--- src/rtl/ucdp_afifo_wrarb.sv ---
`default_nettype none
// ============================================================================
// Module   : ucdp_afifo_wrarb
// Brief    : Round-robin burst arbiter feeding the write side of a FIFO.
// Revision : 1.0
// ============================================================================
module ucdp_afifo_wrarb #(
  parameter int dwidth_p = 8,
  parameter int awidth_p = 4,
  parameter int nreq_p   = 4
) (
  input  logic                         clk_i,
  input  logic                         rst_i,
  input  logic [nreq_p-1:0]            req_valid_i,
  input  logic [nreq_p*awidth_p-1:0]   req_len_i,
  input  logic [nreq_p*dwidth_p-1:0]   req_data_i,
  output logic [nreq_p-1:0]            req_ready_o,
  output logic [nreq_p-1:0]            gnt_o,
  output logic                         busy_o,
  output logic [nreq_p-1:0]            len_err_o,
  input  logic                         fifo_full_i,
  input  logic [awidth_p-1:0]          fifo_space_avail_i,
  output logic                         fifo_wr_en_o,
  output logic [dwidth_p-1:0]          fifo_wr_data_o
);

  localparam int                  IDXW     = (nreq_p > 1) ? $clog2(nreq_p) : 1;
  localparam logic [awidth_p-1:0] DEPTH    = awidth_p'(1) << (awidth_p - 1);
  localparam logic [nreq_p-1:0]   ONE_HOT0 = nreq_p'(1);

  typedef enum logic [0:0] {
    IDLE  = 1'b0,
    BURST = 1'b1
  } state_t;

  state_t              state_q, state_d;
  logic [nreq_p-1:0]   gnt_q, gnt_d;
  logic [awidth_p-1:0] cnt_q, cnt_d;
  logic [IDXW-1:0]     rr_q, rr_d;
  logic [IDXW-1:0]     gidx_q, gidx_d;
  logic [nreq_p-1:0]   err_q, err_d;

  logic [awidth_p-1:0] len_arr  [nreq_p];
  logic [dwidth_p-1:0] data_arr [nreq_p];
  logic [nreq_p-1:0]   legal;
  logic [nreq_p-1:0]   eligible;
  logic                found;
  logic [IDXW-1:0]     sel_idx;
  logic [IDXW:0]       cand;
  logic                beat;

  for (genvar i = 0; i < nreq_p; i++) begin : g_unpack
    assign len_arr[i]  = req_len_i[i*awidth_p +: awidth_p];
    assign data_arr[i] = req_data_i[i*dwidth_p +: dwidth_p];
    assign legal[i]    = (len_arr[i] != '0) && (len_arr[i] <= DEPTH);
    assign eligible[i] = req_valid_i[i] & legal[i];
  end

  // Walk the requesters starting at the round-robin pointer; first eligible wins.
  always_comb begin
    found   = 1'b0;
    sel_idx = '0;
    cand    = '0;
    for (int k = 0; k < nreq_p; k++) begin
      cand = {1'b0, rr_q} + (IDXW+1)'(k);
      if (cand >= (IDXW+1)'(nreq_p)) begin
        cand = cand - (IDXW+1)'(nreq_p);
      end
      if (!found && eligible[cand[IDXW-1:0]]) begin
        found   = 1'b1;
        sel_idx = cand[IDXW-1:0];
      end
    end
  end

  assign beat = req_valid_i[gidx_q] & ~fifo_full_i;

  always_comb begin
    state_d        = state_q;
    gnt_d          = gnt_q;
    cnt_d          = cnt_q;
    rr_d           = rr_q;
    gidx_d         = gidx_q;
    err_d          = err_q;
    req_ready_o    = '0;
    fifo_wr_en_o   = 1'b0;
    fifo_wr_data_o = '0;
    case (state_q)
      IDLE: begin
        err_d = err_q | (req_valid_i & ~legal);
        // A winner that does not fit waits; lower-priority requesters are not tried.
        if (found && (len_arr[sel_idx] <= fifo_space_avail_i)) begin
          gnt_d   = ONE_HOT0 << sel_idx;
          cnt_d   = len_arr[sel_idx];
          gidx_d  = sel_idx;
          rr_d    = (sel_idx == IDXW'(nreq_p - 1)) ? '0 : sel_idx + 1'b1;
          state_d = BURST;
        end
      end
      BURST: begin
        req_ready_o[gidx_q] = ~fifo_full_i;
        fifo_wr_en_o        = beat;
        fifo_wr_data_o      = data_arr[gidx_q];
        if (beat) begin
          cnt_d = cnt_q - 1'b1;
          if (cnt_q == awidth_p'(1)) begin
            gnt_d   = '0;
            state_d = IDLE;
          end
        end
      end
      default: state_d = IDLE;
    endcase
  end

  always_ff @(posedge clk_i) begin
    if (rst_i) begin
      state_q <= IDLE;
      gnt_q   <= '0;
      cnt_q   <= '0;
      rr_q    <= '0;
      gidx_q  <= '0;
      err_q   <= '0;
    end else begin
      state_q <= state_d;
      gnt_q   <= gnt_d;
      cnt_q   <= cnt_d;
      rr_q    <= rr_d;
      gidx_q  <= gidx_d;
      err_q   <= err_d;
    end
  end

  assign gnt_o     = gnt_q;
  assign busy_o    = (state_q == BURST);
  assign len_err_o = err_q;

endmodule
`default_nettype wire

--- config.mk ---
export PLATFORM = sky130hd
export DESIGN_NAME = ucdp_afifo_wrarb
export DESIGN_NICKNAME = d
export VERILOG_FILES = /design/src/rtl/ucdp_afifo_wrarb.sv
export SDC_FILE = /design/constraint.sdc
export NUM_CORES = 1
export LEC_CHECK = 0
export ABC_AREA = 0
export CAP_MARGIN = 20
export CORE_ASPECT_RATIO = 1.5
export CORE_MARGIN = 1.5
export CORE_UTILIZATION = 35
export DETAILED_ROUTE_END_ITERATION = 10
export HOLD_SLACK_MARGIN = 0.12
export PLACE_DENSITY = 0.74
export RECOVER_POWER = 25
export SETUP_SLACK_MARGIN = 0.15
export SLEW_MARGIN = 0
export SYNTH_ARGS = -nofsm -noshare
export SYNTH_HDL_FRONTEND = slang
export SYNTH_SLANG_ARGS = --single-unit
--- constraint.sdc ---
create_clock -name clk_i -period 14.5 [get_ports clk_i]
set_input_delay 4.35 -clock clk_i [delete_from_list [all_inputs] [get_ports clk_i]]
set_output_delay 4.35 -clock clk_i [all_outputs]
set_load 0.005 [all_outputs]
======== Yosys cells after proc, flatten, opt, wreduce, memory -nomap -nowiden ========
Index checks and enable logic that the tools add are counted.
cells by class
  add/sub/neg operators ................... 9
  magnitude comparators ................... 17
  equal/unequal tests ..................... 5
  shifts and indexed selects .............. 1
  mux-type cells .......................... 45
  bitwise gates (word level) .............. 13
  reductions and logical operators ........ 19
operators by type and width
  kind                                                       number
  2-to-1 mux 4 bit                                           8
  2-to-1 mux 8 bit                                           3
  2-to-1 mux 2 bit                                           9
  binary-select mux 8 bit (select 2 bit)                     1
  <= comparator 4 bit (second input constant)                4
  case mux 4 bit (2 select lines)                            2
  nonzero test 4 bit                                         4
  greater-or-equal comparator 3 bit (second input constant)  5
  < comparator 2 x 3 -> 1 bit (second input constant)        5
  2-to-1 mux 1 bit                                           14
  binary-select mux 1 bit (select 2 bit)                     5
  logical AND 1 bit                                          9
  bitwise AND 4 bit                                          2
  binary-select mux 4 bit (select 2 bit)                     1
  subtractor 2 x 1 -> 2 bit (second input constant)          4
  adder 2 x 2 -> 3 bit (second input constant)               2
  NOT 2 -> 3 bit                                             2
  bitwise AND 1 bit                                          5
  == test 4 x 1 -> 1 bit (second input constant)             1
  <= comparator 4 bit                                        1
  != test 2 x 1 -> 1 bit (second input constant)             2
  NOT 4 bit                                                  1
  OR 4 bit                                                   1
  AND reduction 2 bit                                        2
  13 further kinds                                           16
word-level totals
  flip-flop bits (word level) ............. 17

======== Depth between registers and ports, before layout ========
Gate-level depths: netlist (run 1).
  word-level depth ........................ 23
  mapped depth ............................ 18
  gate-level depth less buffers ........... 16

======== Worst setup path after synthesis (run 1) ========
Ideal clock, no wire load.
  path kind ............................... input port to output port
  start point ............................. input req_valid_i[3]
  end point ............................... output fifo_wr_en_o
  data arrival time ....................... 5.036 ns
  data required time ...................... 10.150 ns
  path slack .............................. 5.114 ns
  cell stages on the path ................. 3
  buffers on the path ..................... 0
  cells stage by stage .................... mux4_2 -> nand2_1 -> inv_1
between the ends
  word-level cells in the longest chain between the ends .. 4
RTL lines
  what                                    line  source
  start: declaration                      14    input logic [nreq_p-1:0] req_valid_i,
  binary-select mux 1 bit (select 2 bit)  76    assign beat = req_valid_i[gidx_q] & ~fifo_full_i;
  2-to-1 mux 1 bit (implied by the code)  76
  bitwise AND 1 bit                       76
  2-to-1 mux 1 bit                        88    case (state_q)
  end: declaration                        23    output logic fifo_wr_en_o,
No other way between the ends. The select of a mux whose other input is x is not followed.

======== Worst setup path after layout (run 1) ========
  start point ............................. input req_valid_i[0]
  end point ............................... output fifo_wr_en_o
Same word-level chain as after synthesis.

==> results of run 1 <==
## where the power goes
| group | total [mW] | switching, mW | internal, mW |
|---|---|---|---|
| sequential | 0.0685 | 0.0132 | 0.0553 |
| combinational | 0.112 | 0.0484 | 0.0635 |
| clock | 0.0351 | 0.0157 | 0.0195 |
| total | 0.216 | 0.0772 | 0.138 |
## per-layer routing
metal	track usage [%]	share of wire (%)	vias up
li1	-	-	829
met1	19.5	37	781
met2	34.2	54	74
met3	2.59	6.9	7
met4	8.25	2.1	0
met5	0	0	-
## state kept, by name, summed over array words and instances (netlist names)
register	count
cnt_q	4
gnt_o	4
len_err_o	4
gidx_q	2
rr_q	2
busy_o	1
## cell type report
class / instances / area, um^2
inverter: 14 / 55.1
timing repair buffer: 80 / 801
fill: 405 / 1850
tap: 46 / 57.6
sequential: 17 / 340
multi-input combinational: 144 / 1130
clock buffer: 4 / 45.0
## cells in the final DEF (no fill, tap or decap), types with 3 or more instances in the layout
cell	n
clkdlybuf4s50_1	71
o21ai_0	4
mux2_2	4
and2_1	9
inv_1	11
dfxtp_1	17
or4_1	3
nor2_1	16
nand2_1	13
mux4_2	9
ha_1	10
nor3_1	3
o21a_1	3
nand3_1	9
a31oi_1	3
nor2b_1	5
o31ai_1	4
dlygate4sd3_1	9
mux2i_1	9
a21oi_1	10
clkbuf_8	3
## stage by stage
step | hold WS, ns | utilization [%] | worst slack [ns] | std cells
2_1_floorplan | 0.461 | - | 5.11 | 184
3_3_place_gp | 0.457 | 55.7 | 4.11 | 301
3_5_place_dp | 0.467 | 55.7 | 4.08 | 301
4_1_cts | 0.482 | 56.8 | 4.08 | 305
5_1_grt | 0.506 | 56.8 | 3.98 | 305
6_report | 0.469 | 56.8 | 4.07 | 305
## cell usage after synthesis, types with 2 or more instances
cell type / number / share of area [%]
clkbuf_1: 7 / 1.7
mux2i_1: 9 / 5.7
o21ai_0: 4 / 1.3
mux2_2: 4 / 2.9
a21oi_1: 10 / 3.2
a2bb2oi_1: 2 / 1.1
o31ai_1: 4 / 1.9
nand4b_1: 2 / 1.1
ha_1: 10 / 8.0
a31oi_1: 3 / 1.2
inv_1: 11 / 2.6
o21a_1: 3 / 1.4
and2_1: 9 / 3.6
dfxtp_1: 17 / 22
nor3_1: 3 / 0.96
nor2b_1: 5 / 2.0
nor2_1: 16 / 3.8
nand2_1: 13 / 3.1
a311o_1: 2 / 1.3
or3_1: 2 / 0.80
or4_1: 3 / 1.4
nor4b_1: 2 / 1.1
nand3_1: 9 / 2.9
mux4_2: 9 / 13
## logic make-up after synthesis
| kind of cell | after synthesis | share of synthesized area, % |
|---|---|---|
| and+or+nand+nor | 75 | 26.5 |
| AOI/OAI and AO/OA | 37 | 16.2 |
| adders and majority gates | 10 | 7.97 |
| DFF | 17 | 21.7 |
| muxes | 22 | 21.5 |
| buffers and inverters | 23 | 6.21 |
## critical path, cell delays in order
cell	delay, ns
clkdlybuf4s50_1	0.51
mux4_2	0.54
nand2_1	0.18
inv_1	0.05
clkdlybuf4s50_1	0.44
## path summary, 6_finish.rpt
check,start,slack (ns),cells past startpoint,end
hold reg to reg,len_err_o[2],0.47,2,len_err_o[2]
setup / recovery,req_valid_i[0],4.07,5,fifo_wr_en_o
hold / removal,len_err_o[2],0.47,2,len_err_o[2]
setup reg to reg,rr_q[1],10.57,13,cnt_q[0]
==> reports/results.ini, run 1 <==
[clock_network]
postCtsHoldBufs = 0
numCtsBuffers = 3
clk_latency_ns = 0.25
cts_setup_buffers = 0
htree_levels = 1
cts.path.max_buffers = 2
cts_tree = done
clk_root_buffer_cell = clkbuf_8
cts_sinks = 17
post_cts_resized = 0
cts.clk_slew.worst_paths_ns = 0.07

[synthesis]
synth_nets = 253
ys_seq_elements = 17
synthCells = 184
ys.flop_type = dfxtp_1
netlist_area_um2 = 1570
synth_edf_count = 0
synth_seq_area_share_pct = 21.7
syn_avg_cell_area_um2 = 8.53
synth.distinct_cells = 49
yosys_warnings = 0
async_flop_share_pct = 0

[worst_setup_path]
start_kind = input port
crit_fanout = 6
endpoint_kind = primary output
cp_data_arrival_time_ns = 6.08
worstPathRequired_ns = 10.15
path_class = input port to primary output

[pwr]
total_power_mw = 0.216
p_per_area_nw_per_um2 = 88.7
p_leak_nw = 0.952
vdd_drop_max_mv = 0.0650

[grt]
grt_antenna_before_repair = 0
grt_max_degree = 22
grt_pass1_vias = 1597
grt_first_pass_wirelength_um = 7180
grt_usage_pct = 18.3
grt_overflow_total = 0

[sta]
slew_violations = 0
timing.final.crit_share_pct = 71.9
setup_violations = 0
rsz0062_at_grt = no
slew_headroom_pct = 47.3
fmax_mhz = 95.9
tns_ns = 0
hold_viol = 0
min_period_ns = 10.43
tightest_slew_ns = 0.790
skew_ns = 0.00479

[die]
initial_core_util_pct = 36.7
rows = 29
pin_count = 81
die_y_um = 85.0
die_w_um = 57.7
coreArea_um2 = 4280
die-area_um2 = 4910

[drt]
via_count = 1691
viasPerCell = 5.54
drtPass1Iterations = 7
drc = 8
wl_per_cell_um = 14.8
drt_iter0_drc = 54
postRouteAntennaNets = 0
wirelength_um = 4520

[layout]
diodes = 0
drive_gt1_share_pct = 8.88
nNetsFinal = 329
area_growth_pct = 54.8
final_area_um2 = 2430

[outcome]
violations = design-rule violations
status = complete, but fails checks

[flow_run]
maxCapViolations = 0

[placed_design]
dp.final_hpwl_um = 3700
gp_congestion = 0.921
placed_area_um2 = 2390
port_buffers = 80

[min_path]
worstHoldPathType = flop to flop

No activity file was read; power rests on OpenSTA's default activity.
==> run 2: changes to the inputs <==
Settings changed: PLACE_DENSITY 0.74 to 0.77.
Clock period 14.5 ns to 8.95 ns, I/O delays scaled along.
==> run 2 against run 1 <==
The flow still finishes with violations (design-rule violations). Register-to-register slack got worse by 5.4 ns. Sequential share of layout area about the same. Clock-buffer cell count decreased by 1. Non-clock buffer count did not move. Clock power up 59%. Clock skew fell by 0.0012 ns. Critical path type unchanged. Critical endpoint unchanged.
==> reports/results.ini, run 2 (synthesis gave the netlist of run 1 again) <==
[grt]
grt_usage_pct = 19.1
grt_overflow_total = 0
grt_pass1_vias = 1732
grt_max_degree = 22
grt_antenna_before_repair = 0
grt_first_pass_wirelength_um = 7450

[worst_setup_path]
rrSetupSlack_ns = 5.14
cp-startpoint = req_valid_i[0]
r2r.worst_path.cells = 13
start_kind = input port
worstPathRequired_ns = 6.27
cp_data_arrival_time_ns = 4.47
rr_endpoint = cnt_q[0]
endpoint_kind = primary output
crit_fanout = 6
r2r_start = rr_q[1]
path_class = input port to primary output
crit_end = fifo_wr_en_o

[clock_network]
clk_latency_ns = 0.25
cts.path.max_buffers = 2
post_cts_resized = 0
clk_root_buffer_cell = clkbuf_8
cts_tree = done
cts_sinks = 17
cts_setup_buffers = 0
numCtsBuffers = 3
cts.clk_slew.worst_paths_ns = 0.07
htree_levels = 1
postCtsHoldBufs = 0

[outcome]
status = complete, but fails checks
violations = design-rule violations

[pwr]
vdd_drop_max_mv = 0.0774
p_leak_nw = 0.955
p_per_area_nw_per_um2 = 144

[sta]
timing.final.crit_share_pct = 80.0
slew_headroom_pct = 50.1
setup_violations = 0
slew_violations = 0
min_period_ns = 7.16
tightest_slew_ns = 0.742
tns_ns = 0
setup_ws_ns = 1.79
rsz0062_at_grt = no
skew_ns = 0.00358
fmax_mhz = 140
hold_viol = 0

[layout]
final_cell_mix = clkdlybuf4s50_1, dfxtp_1, nor2_1, nand2_1, inv_1
drive_gt1_share_pct = 9.27
diodes = 0
nNetsFinal = 329
fillers = 415
area_growth_pct = 54.9
final_common_cell = clkdlybuf4s50_1

[drt]
drt_iter0_drc = 58
viasPerCell = 5.66
drc = 16
wirelength_um = 4610
drtPass1Iterations = 7
postRouteAntennaNets = 0
wl_per_cell_um = 15.1
via_count = 1727

[placed_design]
pre_cts_slack_ns = 1.79
gp_congestion = 0.874
port_buffers = 80
dp.final_hpwl_um = 3840

[flow_run]
maxCapViolations = 0

[die]
die-area_um2 = 4910
die_y_um = 85.0
pin_count = 81
coreArea_um2 = 4280
rows = 29
die_w_um = 57.7
initial_core_util_pct = 36.7

[min_path]
worstHoldPathType = flop to flop

run 2: cell count changes in the layout (fill, tap and decap cells not counted):
| cell | change |
|---|---|
| clkbuf_1 | -1 |
| clkinv_2 | +1 |
run 2: how the worst min path moves through the flow:
stage | start | end | slack, ns | depth (start not counted)
floorplan | len_err_o[0] | len_err_o[0] | 0.46 | 2
global placement | len_err_o[3] | len_err_o[3] | 0.45 | 2
detailed placement | len_err_o[2] | len_err_o[2] | 0.46 | 2
CTS | len_err_o[2] | len_err_o[2] | 0.48 | 2
global route | len_err_o[1] | len_err_o[1] | 0.53 | 2
finish | len_err_o[2] | len_err_o[2] | 0.47 | 2
run 2: where the power goes:
group	internal (mW)	switching (mW)	leakage, nW
sequential	0.0897	0.0221	0.139
combinational	0.103	0.0788	0.790
clock	0.0308	0.0249	0.0255
total	0.224	0.126	0.955
run 2: cell type report:
type / instances / area, um^2 / area share [%]
Clock inverter: 1 / 5.00 / 0.206
Timing Repair Buffer: 80 / 801 / 32.9
Clock buffer: 3 / 41.3 / 1.70
Sequential cell: 17 / 340 / 14.0
Tap cell: 46 / 57.6 / 2.37
Inverter: 14 / 55.1 / 2.26
Multi-Input combinational cell: 144 / 1130 / 46.6
run 2: critical path, stage by stage:
cell and delay (ns):
clkdlybuf4s50_1 0.53, mux4_2 0.56, nand2_1 0.19, inv_1 0.06, clkdlybuf4s50_1 0.45
run 2: through the flow:
stage | area (um^2) | utilization [%] | instances | hold WS [ns] | total power, mW
2_1_floorplan | 1570 | - | 184 | 0.461 | 0.222
3_3_place_gp | 2390 | 55.7 | 301 | 0.449 | 0.293
3_5_place_dp | 2390 | 55.7 | 301 | 0.465 | 0.298
4_1_cts | 2430 | 56.8 | 305 | 0.481 | 0.355
5_1_grt | 2430 | 56.8 | 305 | 0.527 | 0.379
6_report | 2430 | 56.8 | 305 | 0.468 | 0.350
run 2: per-layer routing:
layer | vias up | share of wire [%] | wire length, um | GRT usage [%]
met5 | - | 0 | 0 | 0
met1 | 804 | 35 | 1590 | 17.9
met2 | 77 | 55 | 2520 | 37.5
li1 | 837 | - | - | -
met3 | 9 | 8.1 | 374 | 2.13
met4 | 0 | 2.7 | 125 | 11.0
==> run 3: changes to the inputs <==
Settings changed: PLACE_DENSITY 0.77 to 0.74.
Clock period 8.95 ns to 7.41 ns, I/O delays scaled along.
==> run 3 against run 2 <==
The run still ends with design-rule violations left. Clock skew down 0.0015 ns. Non-clock buffer count did not move. Sequential cell count is the same. Combinational power grew 21%. Sequential power increased by 21%. Largest power group unchanged.
==> reports/results.ini, run 3 (synthesis gave the netlist of run 1 again) <==
[clock_network]
cts.clk_slew.worst_paths_ns = 0.06
cts_tree = done
clk_latency_ns = 0.25
htree_levels = 1
clk_root_buffer_cell = clkbuf_8
cts_setup_buffers = 0
numCtsBuffers = 3
postCtsHoldBufs = 0
cts.path.max_buffers = 2
post_cts_resized = 0
cts_sinks = 17

[sta]
rsz0062_at_grt = no
slew_violations = 0
tns_ns = 0
fmax_mhz = 154
setup_ws_ns = 0.909
setup_violations = 0
min_period_ns = 6.50
hold_viol = 0
skew_ns = 0.00212
tightest_slew_ns = 0.707
slew_headroom_pct = 52.9
timing.final.crit_share_pct = 87.7

[worst_setup_path]
worstPathRequired_ns = 7.57
endpoint_kind = flop
cp_data_arrival_time_ns = 6.66
path_cells = dlygate4sd3_1, o31ai_1, nand3_1, and2_1, a311o_1, inv_4, mux2_2, o21a_1, ha_1, nor2b_1, o211ai_1, a21oi_1, a311o_1, or3_1, or2_2, o221ai_2
start_kind = input port
crit_fanout = 21
path_class = input port to flop
crit_slowest_cell = dlygate4sd3_1
crit_top_cell = a311o_1
cpPeakStageDelay_ns = 0.60

[drt]
drt_iter0_drc = 60
wl_per_cell_um = 15.3
wirelength_um = 4660
postRouteAntennaNets = 0
drc = 8
via_count = 1746
viasPerCell = 5.72
drtPass1Iterations = 7

[outcome]
violations = design-rule violations
status = complete, but fails checks

[flow_run]
maxCapViolations = 0

[layout]
nNetsFinal = 329
final_cell_mix = clkdlybuf4s50_1, dfxtp_1, nor2_1, nand2_1, inv_1
diodes = 0
final_area_um2 = 2430
final_common_cell = clkdlybuf4s50_1
fillers = 424
area_growth_pct = 54.8
drive_gt1_share_pct = 8.88

[min_path]
worstHoldPathType = flop to flop

[placed_design]
placed_area_um2 = 2390
dp.final_hpwl_um = 3800
port_buffers = 80
gp_congestion = 0.835
pre_cts_slack_ns = 0.709

[grt]
grt_antenna_before_repair = 0
grt_usage_pct = 18.9
grt_pass1_vias = 1651
grt_overflow_total = 0
grt_first_pass_wirelength_um = 7360
grt_max_degree = 22

[pwr]
swShare_pct = 36.1
clkPwrFrac_pct = 16.2
seq_power_share_pct = 31.7
vdd_drop_max_mv = 0.0815
p_leak_nw = 0.952
p_per_area_nw_per_um2 = 175
p_int_mw = 0.271
switching_power_mw = 0.153
total_power_mw = 0.425
pwr-share-comb_pct = 52.1

[die]
pin_count = 81
die_y_um = 85.0
initial_core_util_pct = 36.7
rows = 29
die_w_um = 57.7
coreArea_um2 = 4280
die-area_um2 = 4910

## run 3: path summary, 6_finish.rpt
| path | end | slack, ns | cells past startpoint | startpoint |
|---|---|---|---|---|
| max reg2reg | cnt_q[0] | 3.51 | 13 | rr_q[1] |
| max | cnt_q[0] | 0.91 | 16 | req_len_i[12] |
| min | len_err_o[2] | 0.47 | 2 | len_err_o[2] |
| min reg2reg | len_err_o[2] | 0.47 | 2 | len_err_o[2] |
## run 3: power groups by stage
stage | clock network, mW | logic [mW] | registers [mW]
after floorplan | 0 | 0.144 | 0.123
after global placement | 0 | 0.219 | 0.137
after detailed placement | 0 | 0.223 | 0.138
after CTS | 0.0699 | 0.224 | 0.136
after global routing | 0.0740 | 0.242 | 0.139
final | 0.0687 | 0.221 | 0.135
## run 3: final cells by class
class	count	area, um^2	area share (%)
Tap cell	46	57.6	2.37
Timing Repair Buffer	80	801	32.9
Sequential cell	17	340	14.0
Multi-Input combinational cell	144	1130	46.6
Inverter	14	55.1	2.26
Clock buffer	4	45.0	1.85
## run 3: through the flow
stage / hold slack (ns) / std cells / util [%]
finish: 0.468 / 305 / 56.8
global route: 0.504 / 305 / 56.8
CTS: 0.484 / 305 / 56.8
detailed placement: 0.469 / 301 / 55.7
global placement: 0.450 / 301 / 55.7
floorplan: 0.461 / 184 / -
## run 3: routing by layer
layer	GRT usage, %	vias to the layer above	part of all wire, %	wire length (um)
met5	0	-	0	0
li1	-	836	-	-
met1	19.3	813	35	1640
met4	9.51	0	3.5	163
met2	35.6	82	54	2510
met3	3.05	15	7.4	344
## run 3: worst max-delay path: cells and delay by family
kind	cells	cell delay, ns
buf+inv	2	0.77
compound gates	7	1.81
mux	1	0.37
simple gates	5	1.23
fa+ha+maj	1	0.27
